### src/rtl/if_fetch_unit.sv
// Instruction-fetch producer: PC, in-order imem requests with credit limit,
// fetch buffer of {pc, inst} presented to IF/ID, redirect with stale-response dropping.
module if_fetch_unit #(
    parameter logic [31:0] RESET_PC   = 32'h0000_0000,
    parameter int          FIFO_DEPTH = 4
) (
    input  logic        clk_i,
    input  logic        rst_n_i,
    input  logic        start_i,
    input  logic        stall_i,
    input  logic        redirect_i,
    input  logic [31:0] redirect_pc_i,
    output logic        imem_req_o,
    output logic [31:0] imem_addr_o,
    input  logic        imem_gnt_i,
    input  logic        imem_rvalid_i,
    input  logic [31:0] imem_rdata_i,
    output logic [31:0] inst_o,
    output logic [31:0] pc_o,
    output logic        inst_valid_o
);

    localparam int AW = $clog2(FIFO_DEPTH);
    localparam int CW = AW + 1;
    // Back-to-back redirects can stack stale responses beyond one buffer's worth.
    localparam int DW = AW + 4;
    localparam logic [CW:0] L_DEPTH = (CW + 1)'(FIFO_DEPTH);

    logic [31:0]   r_pc;
    logic [31:0]   r_buf_pc   [FIFO_DEPTH];
    logic [31:0]   r_buf_inst [FIFO_DEPTH];
    logic [31:0]   r_tag      [FIFO_DEPTH];
    logic [AW-1:0] r_wr, r_rd, r_tag_wr, r_tag_rd;
    logic [CW-1:0] r_count, r_in_flight;
    logic [DW-1:0] r_drop;

    logic          w_redirect, w_pop, w_hs, w_dropping, w_accept, w_push;
    logic [CW:0]   w_credit;

    assign w_redirect = start_i & redirect_i;
    assign w_pop      = start_i & inst_valid_o & ~stall_i & ~redirect_i;
    assign w_hs       = imem_req_o & imem_gnt_i;
    assign w_dropping = (r_drop != '0);
    assign w_accept   = imem_rvalid_i & ~w_dropping;
    assign w_push     = w_accept & ~w_redirect;

    // Buffered plus in-flight words must never exceed the buffer, so every
    // accepted response is guaranteed a slot.
    assign w_credit   = {1'b0, r_in_flight} + {1'b0, r_count} - {{CW{1'b0}}, w_pop};
    assign imem_req_o  = start_i & (w_credit < L_DEPTH);
    assign imem_addr_o = r_pc;

    assign inst_valid_o = (r_count != '0);
    assign inst_o       = inst_valid_o ? r_buf_inst[r_rd] : 32'h0;
    assign pc_o         = inst_valid_o ? r_buf_pc[r_rd]   : 32'h0;

    always_ff @(posedge clk_i) begin
        if (!rst_n_i) begin
            r_pc        <= RESET_PC;
            r_wr        <= '0;
            r_rd        <= '0;
            r_count     <= '0;
            r_tag_wr    <= '0;
            r_tag_rd    <= '0;
            r_in_flight <= '0;
            r_drop      <= '0;
        end else if (w_redirect) begin
            r_pc        <= redirect_pc_i;
            r_wr        <= '0;
            r_rd        <= '0;
            r_count     <= '0;
            r_tag_wr    <= '0;
            r_tag_rd    <= '0;
            r_in_flight <= '0;
            r_drop      <= r_drop + DW'(r_in_flight) + DW'(w_hs) - DW'(imem_rvalid_i);
        end else begin
            if (w_hs) begin
                r_pc     <= r_pc + 32'd4;
                r_tag_wr <= r_tag_wr + AW'(1);
            end
            if (w_accept) begin
                r_tag_rd <= r_tag_rd + AW'(1);
            end
            if (imem_rvalid_i && w_dropping) begin
                r_drop <= r_drop - DW'(1);
            end
            if (w_push) begin
                r_wr <= r_wr + AW'(1);
            end
            if (w_pop) begin
                r_rd <= r_rd + AW'(1);
            end
            r_count     <= r_count + CW'(w_push) - CW'(w_pop);
            r_in_flight <= r_in_flight + CW'(w_hs) - CW'(w_accept);
        end
    end

    // Storage arrays need no reset; occupancy is tracked by the counters above.
    always_ff @(posedge clk_i) begin
        if (rst_n_i && !w_redirect && w_hs) begin
            r_tag[r_tag_wr] <= r_pc;
        end
        if (rst_n_i && w_push) begin
            r_buf_pc[r_wr]   <= r_tag[r_tag_rd];
            r_buf_inst[r_wr] <= imem_rdata_i;
        end
    end

endmodule

### config.mk
export PLATFORM = sky130hd
export DESIGN_NAME = if_fetch_unit
export DESIGN_NICKNAME = d
export VERILOG_FILES = /design/src/rtl/if_fetch_unit.sv
export SDC_FILE = /design/constraint.sdc
export NUM_CORES = 1
export LEC_CHECK = 0
export ABC_CLOCK_PERIOD_IN_PS = 12110
export CAP_MARGIN = 25
export CORE_ASPECT_RATIO = 1.25
export CORE_MARGIN = 4
export CORE_UTILIZATION = 60
export CTS_CLUSTER_SIZE = 12
export DETAILED_ROUTE_END_ITERATION = 12
export PLACE_DENSITY_LB_ADDON = 0.15
export SYNTH_ARGS = -nofsm -noshare
export SYNTH_HDL_FRONTEND = slang
export SYNTH_SLANG_ARGS = --single-unit
### constraint.sdc
create_clock -name clk_i -period 12.11 [get_ports clk_i]
set_input_delay 3.633 -clock clk_i [delete_from_list [all_inputs] [get_ports clk_i]]
set_output_delay 3.633 -clock clk_i [all_outputs]
set_load 0.005 [all_outputs]
==> results.json, run 1 <==
{
  "crit_path_max_incr_delay_ns": 0.61,
  "worst-path-buf-inv": 2,
  "path_clk_slew_ns": 0.06,
  "worst-slew-pin-transition_ns": 0.941,
  "htreeDepth": 2,
  "worstRegToRegCells": 18,
  "finalWirelength_mm": 33.9,
  "timing.final.crit_period_ns": 9.80,
  "critPathArrivalTime_ns": 6.16,
  "vias": 9059,
  "worstSetupPathType": "input port to output pin",
  "r2r-end": "r_drop[4]",
  "mostFrequentLayoutCell": "edfxtp_1",
  "synth_seq_cells": 440,
  "period_share": 0.809,
  "min_delay_path_depth": 2,
  "layout_cells_sized_above_1": 0.164,
  "hp-class": "flop to flop",
  "synth_nets": 1071,
  "antenna_found_initial": 0,
  "slew-limit-headroom": 0.373,
  "drt-wirelength-per-cell_microns": 21.7,
  "clock_network_latency_to_the_later_pin_of_the_worst_skew_pair_ns": 0.54,
  "hold_violations_final": 0,
  "design.final.nets": 1254,
  "slew_violations": 0,
  "r2r_setup_slack_ns": 7.69,
  "crit_required_ns": 8.48,
  "setup.worst_path.end": "imem_req_o",
  "avgSynthCellArea_sq_um": 18.2,
  "detail_route.drc_violations": 0,
  "cts_inserted_buffers": 43,
  "critical_path.reg2reg.startpoint": "r_count[1]",
  "num-fill-cells": 1787,
  "ports_placed_on_the_boundary": 169,
  "vdd_drop_max_v": 0.000241,
  "status": "finished, final reports clean",
  "layout_common_cells": "edfxtp_1, clkdlybuf4s50_1, mux4_2, and2_1, dfxtp_1",
  "cp.depth": 9,
  "power_leakage_nw": 6.75,
  "port_buffers": 168,
  "worst_clock_skew_ns": 0.00860,
  "max_root_sink_buffers": 3,
  "critical_path.startpoint": "start_i",
  "number_of_vias_per_cell": 5.79,
  "die-area_sq_um": 32200,
  "globalRouteTotalUtil": 0.216,
  "synthesis.area_sq_um": 17600,
  "core-area_sq_um": 28700,
  "drtIter0Drc": 642,
  "initial_core_util": 0.614,
  "max_freq_ghz": 0.102,
  "insertedDiodeCount": 0,
  "first_global_vias": 9529,
  "cp-start-kind": "input port",
  "final-setup-viol-count": 0,
  "drtAntennaViolNets": 0,
  "placement_rows": 69,
  "die_width_microns": 161,
  "pin_count_of_the_biggest_net_entering_global_routing": 70,
  "timing.setup.tns_ns": 0,
  "synth.yosys.warnings": 0,
  "top_family_by_delay_on_critical_path": "buffers and inverters",
  "synth_sequential_area_ratio": 0.717,
  "ff_latch_area_sq_um": 12700,
  "syn2layout_area_growth_pct": 18.9,
  "syn-instance-count": 970,
  "dr.pass1.iters": 4,
  "cts.sink_count": 440,
  "cpMaxStageDelayCell": "clkdlybuf4s50_1",
  "worst_setup_ep_type": "output pin",
  "wire_length_of_the_first_global_routing_pass_mm": 53.7,
  "dpl.hpwl_mm": 20.5,
  "drv_cap": 0,
  "post_cts_repair_resize_count": 0,
  "holdBufCountCts": 0,
  "globalRouteOverflowTotal": 0,
  "post_synth_cell_types": 48,
  "detailedPlace.worstSlack_ns": 2.31,
  "height_of_the_chip_microns": 200,
  "place_congestion": 0.782,
  "post_cts_setup_inserts": 0,
  "area_used_by_multi_input_combinational_logic_sq_um": 4680,
  "postLayoutSetupSlackWorst_ns": 2.31,
  "tritoncts": "built",
  "path_cells": "clkdlybuf4s50_1 > nor3b_4 > nand3_1 > ha_1 > nand3_1 > mux2_4 > a22oi_2 > nor2b_1 > clkdlybuf4s50_1",
  "unrepaired_setup_endpoints_after_global_routing": "false",
  "pwr_per_cell_area_nw_per_um2": 176,
  "biggest_fanout_along_the_worst_timing_path": 7,
  "cts_root_buf": "clkbuf_16"
}
[cells in the mapped netlist (all sizes together)]
cell	n	area, sq um
mux2	1	15.0
nand4	7	65.1
a21oi	35	175
o21a	1	7.51
o211a	2	20.0
nor2b	2	12.5
and2	67	419
or3	3	18.8
xnor2	40	350
nor4b	4	60.1
nor3b	4	41.3
o21ai	33	165
dfxtp	56	1120
ha	26	325
mux4	96	2160
edfxtp	384	11500
a31oi	1	6.26
nand3	13	65.1
buf	13	78.8
mux2i	3	30.0
nand4b	1	23.8
nand2	32	120
inv	32	120
nor3	11	85.1
a22oi	1	12.5
nor4	8	68.8
nor2	23	88.8
and3	17	106
clkbuf	32	120
a21boi	3	22.5
xor2	8	70.1
fa	4	80.1
a211oi	1	7.51
nand2b	1	6.26
a21o	2	15.0
and4	1	8.76
nand3b	1	7.51
or2	1	6.26
[through the flow]
step                      utilization  hold WS [ns]  instance area (sq um)  cells  total power, mW
final                           0.730         0.509                  21000   1564             3.70
after global routing            0.730         0.528                  21000   1564             3.87
after CTS                       0.730         0.498                  21000   1564             3.73
after detailed placement        0.687         0.489                  19700   1498             2.53
after global placement          0.687         0.480                  19700   1498             2.51
after floorplan                     -         0.469                  17600    970             2.30
[cell type report]
class	count	area share
flip-flops and latches	440	0.603
clock buffers	65	0.0589
inverters	32	0.00573
repair buffers	183	0.0855
well taps	390	0.0233
multi-input cells	453	0.223
clock inverters	1	0.000239
[worst min-delay path by stage]
stage	start	end	slack, ns
after floorplan	r_tag_wr[1]	r_tag_wr[1]	0.47
after global placement	r_tag_wr[1]	r_tag_wr[1]	0.48
after detailed placement	r_tag_wr[1]	r_tag_wr[1]	0.49
after CTS	r_tag_wr[1]	r_tag_wr[1]	0.50
after global routing	r_tag_wr[1]	r_tag_wr[1]	0.53
final	r_tag_wr[1]	r_tag_wr[1]	0.51
[metal layers]
layer,GRT usage,share of wire
met5,0,0
met3,0.0392,0.056
met4,0.0550,0.019
met1,0.290,0.41
met2,0.375,0.51
[flip-flops by register name, indices dropped and copies added (netlist names), named ones only]
register     flops
r_wr             2
r_drop           6
r_rd             2
r_buf_pc       128
r_in_flight      3
imem_addr_o     32
r_tag_rd         2
r_tag          128
r_tag_wr         2
r_buf_inst     128
r_count          3
[worst min-delay path, cell delays in order (launching register included)]
cell,delay (ns)
dfxtp_1,0.34
nand2_1,0.07
a21oi_1,0.06
[cells by family after synthesis]
group                    Yosys count  share of synthesized area
multiplexers                     100                      0.125
AO/OA/AOI/OAI                     79                     0.0245
AND/OR/NAND/NOR                  196                     0.0682
adder cells (fa/ha/maj)           30                     0.0230
XOR/XNOR                          48                     0.0238
flip-flops                       440                      0.717
buffers and inverters             77                     0.0181
[power by group]
group | internal (mW) | switching (mW) | total (mW)
combinational | 0.329 | 0.365 | 0.694
clock | 0.695 | 0.509 | 1.20
sequential | 1.75 | 0.0489 | 1.80
total | 2.77 | 0.922 | 3.70
Note: power is estimated with default switching activity, not from simulation.
==> inputs of run 2 (changes only) <==
--- a/config.mk
+++ b/config.mk
@@ -5,11 +5,11 @@
 export SDC_FILE = /design/constraint.sdc
 export NUM_CORES = 1
 export LEC_CHECK = 0
-export ABC_CLOCK_PERIOD_IN_PS = 12110
+export ABC_CLOCK_PERIOD_IN_PS = 8700
 export CAP_MARGIN = 25
 export CORE_ASPECT_RATIO = 1.25
 export CORE_MARGIN = 4
-export CORE_UTILIZATION = 60
+export CORE_UTILIZATION = 52
 export CTS_CLUSTER_SIZE = 12
 export DETAILED_ROUTE_END_ITERATION = 12
 export PLACE_DENSITY_LB_ADDON = 0.15
==> constraint.sdc (replaced) <==
create_clock -name clk_i -period 8.7 [get_ports clk_i]
set_input_delay 2.61 -clock clk_i [delete_from_list [all_inputs] [get_ports clk_i]]
set_output_delay 2.61 -clock clk_i [all_outputs]
set_load 0.005 [all_outputs]
==> run 2 against run 1 <==
Clock skew increased by 0.012 ns. Sequential power is 39% higher. Combinational power rose by 39%. Die area is 15% higher. Critical path depth unchanged. First-iteration DRC count fell by 5.9%. Sequential share of layout area fell by 0.43 points. Clock power increased by 47%. Non-clock buffer count grew 1. Power up 41%. Cell count rose by 2.9%. Critical endpoint unchanged. Highest routed layer unchanged.
==> results.json, run 2 (synthesis gave the netlist of run 1 again) <==
{
  "worst-path-buf-inv": 2,
  "crit_path_max_incr_delay_ns": 0.60,
  "dpl-instance-area_sq_um": 19800,
  "critPathArrivalTime_ns": 5.13,
  "slew_violations": 0,
  "post_cts_setup_inserts": 0,
  "detailedPlace.worstSlack_ns": 0.951,
  "finish.cell_count_without_fillers": 1609,
  "critical_path.reg2reg.startpoint": "r_count[1]",
  "comb_power_share": 0.184,
  "insertedDiodeCount": 0,
  "syn2layout_area_growth_pct": 19.8,
  "globalRouteOverflowTotal": 0,
  "worstSetupPathType": "input port to output pin",
  "biggest_fanout_along_the_worst_timing_path": 7,
  "layout_cells_sized_above_1": 0.166,
  "initial_core_util": 0.527,
  "dpl.hpwl_mm": 20.5,
  "pin_count_of_the_biggest_net_entering_global_routing": 71,
  "path_cells": "clkdlybuf4s50_1 > nor3b_4 > nand3_1 > ha_1 > nand3_1 > mux2_4 > a22oi_2 > nor2b_1 > clkdlybuf4s50_1",
  "crit_required_ns": 6.09,
  "cpMaxStageDelayCell": "clkdlybuf4s50_1",
  "mostFrequentLayoutCell": "edfxtp_1",
  "die-area_sq_um": 37000,
  "cts.sink_count": 440,
  "post-place-cells": 1532,
  "die_width_microns": 173,
  "cp-start-kind": "input port",
  "cts_inserted_buffers": 45,
  "post_cts_repair_resize_count": 0,
  "top_regs": "r_buf_inst: 128 flops, r_buf_pc: 128 flops, r_tag: 128 flops",
  "top_family_by_delay_on_critical_path": "buffers and inverters",
  "path_clk_slew_ns": 0.06,
  "portion_of_total_power_attributed_to_the_clock_network": 0.337,
  "globalRouteTotalUtil": 0.184,
  "period_share": 0.889,
  "max_root_sink_buffers": 3,
  "status": "finished, final reports clean",
  "share_seq_of_total_power": 0.479,
  "power_leakage_nw": 6.79,
  "design_area_sq_um": 21100,
  "htreeDepth": 2,
  "worst_setup_ep_type": "output pin",
  "unrepaired_setup_endpoints_after_global_routing": "false",
  "drv_cap": 0,
  "first_global_vias": 9436,
  "p_switching_mw": 1.31,
  "dr.pass1.iters": 4,
  "timing.final.crit_period_ns": 7.74,
  "place_congestion": 0.765,
  "vdd_drop_max_v": 0.000341,
  "placement_rows": 75,
  "hp-class": "flop to flop",
  "drtIter0Drc": 604,
  "drt-wirelength-per-cell_microns": 20.9,
  "pwr_per_cell_area_nw_per_um2": 247,
  "detail_route.drc_violations": 0,
  "holdBufCountCts": 0,
  "vias": 8918,
  "final-setup-viol-count": 0,
  "core-area_sq_um": 33500,
  "hp-start": "r_tag_wr[1]",
  "wire_length_of_the_first_global_routing_pass_mm": 53.8,
  "worst_clock_skew_ns": 0.0205,
  "ports_placed_on_the_boundary": 169,
  "worst-slew-pin-transition_ns": 1.01,
  "layout_common_cells": "edfxtp_1, clkdlybuf4s50_1, mux4_2, and2_1, dfxtp_1",
  "critical_path.startpoint": "start_i",
  "design.final.nets": 1257,
  "switching_share": 0.250,
  "postLayoutSetupSlackWorst_ns": 0.963,
  "internal_power_mw": 3.92,
  "clock_network_latency_to_the_later_pin_of_the_worst_skew_pair_ns": 0.54,
  "port_buffers": 168,
  "height_of_the_chip_microns": 214,
  "max_freq_ghz": 0.129,
  "slew-limit-headroom": 0.327,
  "finalWirelength_mm": 33.6,
  "antenna_found_initial": 0,
  "number_of_vias_per_cell": 5.54,
  "hold_violations_final": 0,
  "cts_root_buf": "clkbuf_16",
  "timing.setup.tns_ns": 0,
  "tritoncts": "built",
  "drtAntennaViolNets": 0
}
-- run 2: cell count changes in the layout (fill, tap and decap cells not counted) --
cell and delta:
clkbuf_1 +4, clkinv_1 +3, clkbuf_16 +2, inv_6 +2, buf_4 +1, clkbuf_4 -1
clkbuf_8 +1, clkinv_2 -1, clkinvlp_4 +1
-- run 2: area by class of cell --
cell class,count,area (sq um)
Sequential cell,440,12700
Fill cell,2384,12400
Multi-Input combinational cell,453,4680
Timing Repair Buffer,184,1800
Clock buffer,71,1310
Tap cell,423,529
Inverter,32,120
Clock inverter,6,36.3
-- run 2: power groups by stage --
stage | combinational (mW) | clock [mW] | sequential, mW
2_1_floorplan | 0.672 | 0 | 2.52
3_3_place_gp | 0.961 | 0 | 2.54
3_5_place_dp | 0.978 | 0 | 2.55
4_1_cts | 0.983 | 1.80 | 2.50
5_1_grt | 1.08 | 1.90 | 2.51
6_report | 0.963 | 1.76 | 2.50
-- run 2: per-layer routing --
metal	GRT usage	part of all wire
met5	0	0
met4	0.0434	0.018
met3	0.0351	0.043
met2	0.327	0.52
met1	0.239	0.42
-- run 2: stage by stage --
step | utilization | hold slack (ns) | power [mW]
global placement | 0.591 | 0.485 | 3.50
finish | 0.631 | 0.498 | 5.22
floorplan | - | 0.469 | 3.19
CTS | 0.631 | 0.504 | 5.29
detailed placement | 0.591 | 0.496 | 3.53
global route | 0.631 | 0.525 | 5.49
-- run 2: worst reg2reg max path: stages, from the launching register on --
cell	delay, ns
dfxtp_1	0.35
or3_2	0.47
nand3_1	0.10
ha_1	0.25
nand3b_1	0.10
mux2_4	0.15
a22oi_2	0.08
buf_4	0.27
nor2_2	0.41
inv_1	0.20
fa_1	0.46
fa_1	0.41
inv_1	0.07
a21o_1	0.10
a21oi_1	0.07
xnor2_1	0.13
nand2_1	0.06
and3_1	0.18
-- run 2: worst paths after layout --
check	endpoint	slack, ns	cells after the start
worst max-delay path	imem_req_o	0.96	9
worst min-delay path	r_tag_wr[1]	0.50	2
worst max register to register	r_drop[4]	4.73	17
worst min register to register	r_tag_wr[1]	0.50	2
==> inputs of run 3 (changes only) <==
--- a/config.mk
+++ b/config.mk
@@ -9,7 +9,7 @@
 export CAP_MARGIN = 25
 export CORE_ASPECT_RATIO = 1.25
 export CORE_MARGIN = 4
-export CORE_UTILIZATION = 52
+export CORE_UTILIZATION = 40
 export CTS_CLUSTER_SIZE = 12
 export DETAILED_ROUTE_END_ITERATION = 12
 export PLACE_DENSITY_LB_ADDON = 0.15
==> constraint.sdc (replaced) <==
create_clock -name clk_i -period 8.7 [get_ports clk_i]
set_input_delay 1.305 -clock clk_i [delete_from_list [all_inputs] [get_ports clk_i]]
set_output_delay 1.305 -clock clk_i [all_outputs]
set_load 0.005 [all_outputs]
==> run 3 against run 2 <==
Utilization fell by 14 points. Fmax rose by 32%. Sequential share of layout area fell by 0.65 points. Register-to-register slack improved by 0.17 ns. Non-clock buffer count rose by 3. Via count rose by 0.27%. Critical path depth rose by 1. Critical path type unchanged. Critical endpoint unchanged. Highest routed layer unchanged.
==> results.json, run 3 (synthesis gave the netlist of run 1 again) <==
{
  "cts_root_buf": "clkbuf_16",
  "finalWirelength_mm": 36.0,
  "port_buffers": 168,
  "slew-limit-headroom": 0.288,
  "clock_network_latency_to_the_later_pin_of_the_worst_skew_pair_ns": 0.54,
  "biggest_fanout_along_the_worst_timing_path": 19,
  "max_freq_ghz": 0.171,
  "holdBufCountCts": 0,
  "top_regs": "r_buf_inst: 128 flops, r_buf_pc: 128 flops, r_tag: 128 flops",
  "cpMaxStageDelayCell": "clkdlybuf4s50_1",
  "crit_required_ns": 7.39,
  "critPathArrivalTime_ns": 4.54,
  "slew_violations": 0,
  "first_global_vias": 9641,
  "die-area_sq_um": 47500,
  "worst-slew-pin-transition_ns": 1.07,
  "drt-wirelength-per-cell_microns": 20.5,
  "utilization": 0.492,
  "drtIter0Drc": 393,
  "insertedDiodeCount": 0,
  "pin_count_of_the_biggest_net_entering_global_routing": 70,
  "place_congestion": 0.781,
  "height_of_the_chip_microns": 243,
  "worst_clock_skew_ns": 0.0129,
  "globalRouteTotalUtil": 0.152,
  "dr.pass1.iters": 4,
  "worst_hold_slack_ns": 0.498,
  "power_leakage_nw": 6.80,
  "detailedPlace.worstSlack_ns": 2.83,
  "cts_inserted_buffers": 45,
  "number_of_vias_per_cell": 5.10,
  "tritoncts": "built",
  "syn2layout_area_growth_pct": 21.1,
  "placement_rows": 85,
  "crit_path_max_incr_delay_ns": 0.57,
  "globalRouteOverflowTotal": 0,
  "antenna_found_initial": 0,
  "mostFrequentLayoutCell": "edfxtp_1",
  "pwr_per_cell_area_nw_per_um2": 244,
  "dpl.hpwl_mm": 21.6,
  "initial_core_util": 0.407,
  "drv_cap": 0,
  "final-setup-viol-count": 0,
  "postLayoutSetupSlackWorst_ns": 2.85,
  "path_clk_slew_ns": 0.06,
  "timing.final.crit_period_ns": 5.85,
  "path_cells": "clkdlybuf4s50_1 > nor3b_4 > nand3_1 > ha_1 > nand3_1 > mux2_4 > a22oi_2 > buf_4 > nor2b_1 > clkdlybuf4s50_1",
  "layout_common_cells": "edfxtp_1, clkdlybuf4s50_1, mux4_2, and2_1, dfxtp_1",
  "worst_setup_ep_type": "output pin",
  "wire_length_of_the_first_global_routing_pass_mm": 56.8,
  "hold_violations_final": 0,
  "htreeDepth": 2,
  "drtAntennaViolNets": 0,
  "core-area_sq_um": 43400,
  "layout_cells_sized_above_1": 0.165,
  "post_cts_repair_resize_count": 0,
  "worstSetupPathType": "input port to output pin",
  "detail_route.drc_violations": 0,
  "finish.cell_count_without_fillers": 1753,
  "worst-path-buf-inv": 3,
  "max_root_sink_buffers": 3,
  "unrepaired_setup_endpoints_after_global_routing": "false",
  "ports_placed_on_the_boundary": 169,
  "cts.sink_count": 440,
  "cp-start-kind": "input port",
  "post_cts_setup_inserts": 0,
  "post-place-cells": 1674,
  "top_family_by_delay_on_critical_path": "buffers and inverters",
  "period_share": 0.672,
  "die_width_microns": 196,
  "vdd_drop_max_v": 0.000193,
  "status": "finished, final reports clean",
  "hp-class": "flop to flop",
  "vias": 8942,
  "design.final.nets": 1260,
  "timing.setup.tns_ns": 0
}
==> run 3: changes by cell type in the layout (fill, tap and decap cells not counted), moves of 2 or more <==
| cell | previous run | this run |
|---|---|---|
| clkbuf_8 | 4 | 0 |
| buf_16 | 0 | 3 |
| inv_6 | 2 | 0 |
| clkbuf_4 | 0 | 2 |
| clkbuf_16 | 47 | 45 |
| and3_2 | 4 | 0 |
| and3_4 | 0 | 4 |
| clkbuf_1 | 20 | 22 |
==> run 3: cell type report <==
type	instances	area (sq um)
fill	3672	22000
clock buffer	69	1220
multi-input combinational	453	4690
sequential	440	12700
tap	565	707
timing repair buffer	187	1900
clock inverter	7	61.3
inverter	32	120
==> run 3: metrics by stage <==
step / power [mW] / cell area, sq um
floorplan: 3.19 / 17600
global placement: 3.53 / 20000
detailed placement: 3.55 / 20000
CTS: 5.29 / 21300
global route: 5.48 / 21400
finish: 5.20 / 21400
==> run 3: path summary, 6_finish.rpt <==
| kind | depth (start not counted) | slack (ns) | startpoint | to |
|---|---|---|---|---|
| worst max-delay path | 10 | 2.85 | start_i | imem_req_o |
| worst min register to register | 2 | 0.50 | r_tag_wr[1] | r_tag_wr[1] |
| worst min-delay path | 2 | 0.50 | r_tag_wr[1] | r_tag_wr[1] |
| worst max register to register | 16 | 4.90 | r_count[1] | r_drop[4] |
==> run 3: metal layers <==
layer,share of wire,track usage,up-vias
li1,-,-,4135
met1,0.44,0.202,4551
met2,0.49,0.260,205
met3,0.046,0.0276,51
met4,0.020,0.0405,0
met5,0,0,-
==> run 3: power by group <==
part / switching, mW / leakage, nW / internal (mW)
sequential: 0.0719 / 3.94 / 2.43
clock: 0.733 / 0.620 / 0.992
combinational: 0.508 / 2.23 / 0.462
total: 1.31 / 6.80 / 3.89
==> run 3: tightest hold or removal path, cell delays in order, from the launching register on <==
cell and delay [ns]:
dfxtp_1 0.34, nand2_1 0.06, a21oi_1 0.05
